===== config.mk =====
export PLATFORM = sky130hd
export DESIGN_NAME = fma_32_operand_collector
export DESIGN_NICKNAME = d
export VERILOG_FILES = /design/src/rtl/fma_32_operand_collector.sv
export SDC_FILE = /design/constraint.sdc
export NUM_CORES = 1
export LEC_CHECK = 0
export CAP_MARGIN = 20
export CORE_MARGIN = 3
export CORE_UTILIZATION = 46
export DETAILED_ROUTE_END_ITERATION = 8
export GPL_ROUTABILITY_DRIVEN = 0
export PLACE_DENSITY = 0.85
export SYNTH_ARGS = -nofsm -noshare
export SYNTH_HDL_FRONTEND = slang
export SYNTH_SLANG_ARGS = --single-unit

===== constraint.sdc =====
create_clock -name clk -period 5.1 [get_ports clk]
set_input_delay 1.02 -clock clk [delete_from_list [all_inputs] [get_ports clk]]
set_output_delay 1.02 -clock clk [all_outputs]
set_load 0.02 [all_outputs]

===== src/rtl/fma_32_operand_collector.sv =====
// fma_32_operand_collector: gathers a/b/c FP32 words (c optionally replaced by FMA feedback) into a tagged triple
module fma_32_operand_collector #(
    parameter int TAG_W = 4
) (
    input  logic             clk,
    input  logic             rst,
    input  logic             in_valid,
    output logic             in_ready,
    input  logic [31:0]      in_data,
    input  logic             in_acc,
    input  logic             flush,
    input  logic             fb_valid,
    input  logic [31:0]      fb_result,
    output logic             out_valid,
    input  logic             out_ready,
    output logic [31:0]      out_a,
    output logic [31:0]      out_b,
    output logic [31:0]      out_c,
    output logic [TAG_W-1:0] out_tag
);
    typedef enum logic [1:0] {S_A, S_B, S_C, S_FULL} state_t;
    state_t state_q, state_d;
    logic [31:0] a_q, a_d, b_q, b_d, c_q, c_d;
    logic [TAG_W-1:0] tag_q, tag_d;
    logic valid_q, in_fire, out_fire;
    always_comb begin
        state_d  = state_q;
        a_d      = a_q;
        b_d      = b_q;
        c_d      = c_q;
        out_fire = valid_q & out_ready;
        tag_d    = tag_q + TAG_W'(out_fire);
        // flush only blocks intake while a triple is still being assembled
        in_ready = rst ? 1'b0 :
                   state_q == S_FULL ? out_ready :
                   flush ? 1'b0 :
                   state_q == S_C ? (~in_acc | fb_valid) : 1'b1;
        in_fire  = in_valid & in_ready;
        case (state_q)
            S_A: if (in_fire) begin
                a_d     = in_data;
                state_d = S_B;
            end
            S_B: if (in_fire) begin
                b_d     = in_data;
                state_d = S_C;
            end
            S_C: if (in_fire) begin
                c_d     = in_acc ? fb_result : in_data;
                state_d = S_FULL;
            end
            default: if (out_fire) begin
                a_d     = in_fire ? in_data : a_q;
                state_d = in_fire ? S_B : S_A;
            end
        endcase
        if (flush && state_q != S_FULL) state_d = S_A;
    end
    always_ff @(posedge clk) begin
        if (rst) begin
            state_q <= S_A;
            valid_q <= 1'b0;
            tag_q   <= '0;
            a_q     <= '0;
            b_q     <= '0;
            c_q     <= '0;
        end else begin
            state_q <= state_d;
            valid_q <= state_d == S_FULL;
            tag_q   <= tag_d;
            a_q     <= a_d;
            b_q     <= b_d;
            c_q     <= c_d;
        end
    end
    assign out_valid = valid_q;
    assign out_a     = a_q;
    assign out_b     = b_q;
    assign out_c     = c_q;
    assign out_tag   = tag_q;
endmodule


* Yosys cells after proc, flatten, opt, wreduce, memory -nomap -nowiden *
Cells that the tools add are included.
Widths: inputs -> output; s select.

storage, ports and cells
  bits in registers = 103
  latch bits = 0
  memory bits (writable) = 0
  bits in read-only memories = 0
  logic and storage cells = 39
  memories = 0

operators by class
  add/sub/neg operators = 1
  multipliers = 0
  divide/modulo/power cells = 0
  $lt $le $gt $ge = 0
  equal/unequal tests = 5
  shift operators = 0
  muxes and demuxes = 15
  bitwise operators = 5
  reductions and logical operators = 7

operator list
  operator            number
  $mux 32             3
  $pmux 32 s2         1
  $mux 2              5
  $eq 2x2->1 const B  3
  $pmux 2 s3          1
  $reduce_and 2->1    3
  $mux 1              5
  $add 4x1->4         1
  $and 1x1->1         2
  $eq 2x1->1 const B  1
  $logic_not 2->1     1
  $ne 2x2->1 const B  1
  $not 1->1           2
  $reduce_bool 2->1   1
  $reduce_or 2->1     1
  $logic_and 1x1->1   1
  $or 1x1->1          1

* Logic depth before layout (Yosys ltp) *
  depth in word-level cells = 12
  gate-level depth with buffers = 9

* Worst setup path before layout *
No wires, ideal clock.

  path type = input-to-output
  start point = input in_acc
  end point = output in_ready
  data arrival time = 2019 ps
  required time = 4080 ps
  setup slack = 2061 ps
  stages on the path = 3
  buffers on the path = 1
  cell sequence = clkbuf_1 > and4bb_4 > a211oi_1

on the way
  longest elaborated chain between the ends = 6

ends and longest elaborated chain
  what         line  RTL
  from (decl)  10    input logic in_acc,
  $not 1->1    37    state_q == S_C ? (~in_acc | fb_valid) : 1'b1;
  $or 1x1->1   37
  $mux 1       37
  $mux 1       36    flush ? 1'b0 :
  $mux 1       35    state_q == S_FULL ? out_ready :
  $mux 1       34    in_ready = rst ? 1'b0 :
  to (decl)    8     output logic in_ready,

Every way passes these cells.

* Worst setup path after layout *
  start point = input flush
  end point = output in_ready

on the way
  longest elaborated chain between the ends = 3

ends and longest elaborated chain
  what         line  RTL
  from (decl)  11    input logic flush,
  $mux 1       36
  $mux 1       35
  $mux 1       34

Every way passes these cells.

==> results.toml <==
[outcome]
outcome = "completed"

[sta]
finalCriticalPeriod_ns = 3.82
worst_slew_pin_slew_ns = 0.660
finClkSkew_ns = 0.0115
fin_crit_sh = 0.750
grt_setup_unrepaired = "no"
final-max-slew-violation-count = 0
setup_viol = 0
worst_slack_ns = 1.28
max_slew_margin = 0.559
tns_ns = 0
whs_ns = 0.460
hold_violations = 0
max_freq_mhz = 261

[setup_path]
critPathKind = "input port to primary output"
critical_path.max_fanout = 3
critical_path_required_ns = 4.08
cp-end-kind = "primary output"
crit_arrival_ns = 2.80
worst_setup_path_start_kind = "input port"
cp_common_cell = "clkdlybuf4s50_1"
crit_slowest_cell = "clkdlybuf4s50_1"
cp_top_family = "buffers and inverters"
path_cells = "clkdlybuf4s50_1 -> or2_2 -> a211oi_1 -> clkdlybuf4s50_1"
slowest_delay_ns = 0.67
cp_num_buf_inv = 2

[global_routing]
grt_pass1_wl_microns = 18900
grt_max_degree = 103
groute.usage.overall = 0.231
grt_overflow = 0
grt_pass1_vias = 3937
antenna_found_initial = 0

[floorplan]
std_cell_rows = 34
die_h_microns = 102
coreArea_sq_mm = 0.00881
initial_core_util = 0.480
io_pins = 173
die-width_microns = 102
die_area_sq_mm = 0.0104

[clocking]
htreeDepth = 3
post_cts.repair.setup_buffers = 0
postCtsHoldBufs = 0
cts_resized = 0
clk_latency_ns = 0.35
clockBufferDepth = 2
clkTransAtPathRegs_ns = 0.09
cts-buffers-inserted = 9
cts_tree = "done"
cts_sinks = 103
cts-root-buf = "clkbuf_8"

[synthesis]
yosys.cell_types.count = 29
syn_nets = 552
synth-edff-count = 0
synth.yosys.seq_area_share = 0.488
yosysWarnings = 0
ys_seq_elements = 103
synthArstFlopShare = 0
synth_cells = 474
yosys_most_used_dff = "dfxtp_1"
synth_area_sq_mm = 0.00423
synth.avg_cell_area_sq_um = 8.92

[place]
dp.cells = 725
portBuffers = 172
dp_slack_ns = 1.28
place_hpwl_microns = 9010

[drt]
drt_iter0_drc = 160
first_pass_iters = 4
wl_per_cell_microns = 16.5
drcViolationCount = 0
vias_per_cell = 5.29
vias = 3919
routed_wl_microns = 12200
ant_nets = 0

[power]
total_leakage_power_nw = 2.13
p_per_area_mw_per_mm2 = 246
power_mw = 1.52
ir_drop_v = 0.000135

[cells_and_area]
drive_gt1_frac = 0.0885
antenna_cells = 0
area_delta_synth_final_pct = 45.7
fin_nets = 707
multi_input_area_sq_mm = 0.00193
fillers = 706
fin_cells = 741
seq_area_sq_mm = 0.00206

[run]
drv_cap = 0

[min_path]
hold_class = "register to register"
[worst reg2reg max path, stage by stage, from the launching register on]
cell,delay [ns]
dfxtp_1,0.40
inv_1,0.11
ha_1,0.25
and4bb_4,0.23
a2111oi_4,0.49
and2_2,0.62
buf_4,0.53
nor2_1,0.13
a211oi_2,0.21
[cell usage after synthesis, types with 2 or more instances]
cell type | instances | area share
ha_1 | 7 | 0.021
nor2b_1 | 2 | 0.0030
mux2i_1 | 32 | 0.076
buf_2 | 2 | 0.0024
clkbuf_1 | 21 | 0.019
a211oi_2 | 28 | 0.083
buf_4 | 9 | 0.016
dfxtp_1 | 103 | 0.49
nand2_1 | 133 | 0.12
o21ai_0 | 4 | 0.0047
a211oi_1 | 5 | 0.0089
and2_1 | 2 | 0.0030
a21oi_1 | 67 | 0.079
buf_8 | 3 | 0.011
inv_1 | 5 | 0.0044
nor2_1 | 38 | 0.034
[sequential cells by signal (all words and copies together) (netlist names)]
register,cells
out_a,32
out_b,32
out_c,32
out_tag,4
out_valid,1
state_q,2
[per-stage QoR]
stage | area (sq um) | utilization
6_report | 6160 | 0.699
5_1_grt | 6160 | 0.699
4_1_cts | 6130 | 0.696
3_5_place_dp | 5940 | 0.674
3_3_place_gp | 5910 | 0.671
2_1_floorplan | 4230 | -
[layout make-up]
type / count / share of cell area
clock buffers: 11 / 0.0230
clock inverters: 4 / 0.00873
inverters: 5 / 0.00305
multi-input cells: 330 / 0.314
flip-flops and latches: 103 / 0.335
well taps: 108 / 0.0219
repair buffers: 180 / 0.295
[power by group]
part | total [mW] | internal [mW] | switching (mW) | leakage [nW]
combinational | 0.181 | 0.0916 | 0.0897 | 1.21
sequential | 0.821 | 0.815 | 0.00589 | 0.832
clock | 0.513 | 0.240 | 0.273 | 0.0920
[routing by layer]
layer	GRT usage	part of all wire	vias to the layer above
met2	0.405	0.50	139
met3	0.0601	0.073	35
met5	0	0	-
li1	-	-	1898
met1	0.265	0.39	1847
met4	0.105	0.033	0
[cell usage in the layout, fill, tap and decap left out, types with 2 or more instances in the layout]
cell type,netlist,layout
a211oi_1,5,5
a21oi_1,67,67
inv_1,5,5
buf_4,9,7
mux2i_1,32,32
nand2_1,133,133
clkdlybuf4s50_1,0,170
a211oi_2,28,28
ha_1,7,7
nor2_1,38,38
clkinvlp_4,0,2
nor2b_1,2,2
o21ai_0,4,4
buf_16,0,2
clkbuf_8,0,10
and2_1,2,2
dfxtp_1,103,103
[logic make-up (layout without fill, tap and decap cells)]
group	Yosys count	in the layout	synth area share
buffers and inverters	41	200	0.0548
and+or+nand+nor	181	181	0.168
muxes	32	32	0.0758
AOI/OAI and AO/OA	108	108	0.188
DFF	103	103	0.488
adders and majority gates	7	7	0.0207
xor gates and xnor gates	2	2	0.00415
[worst paths after layout]
path	from	slack (ns)	cells past startpoint	endpoint
setup / recovery	flush	1.28	4	in_ready
hold / removal	out_b[27]	0.46	2	out_b[27]
setup reg to reg	state_q[0]	2.07	8	out_c[1]
hold reg to reg	out_b[27]	0.46	2	out_b[27]
(Power assumes the default switching activity.)
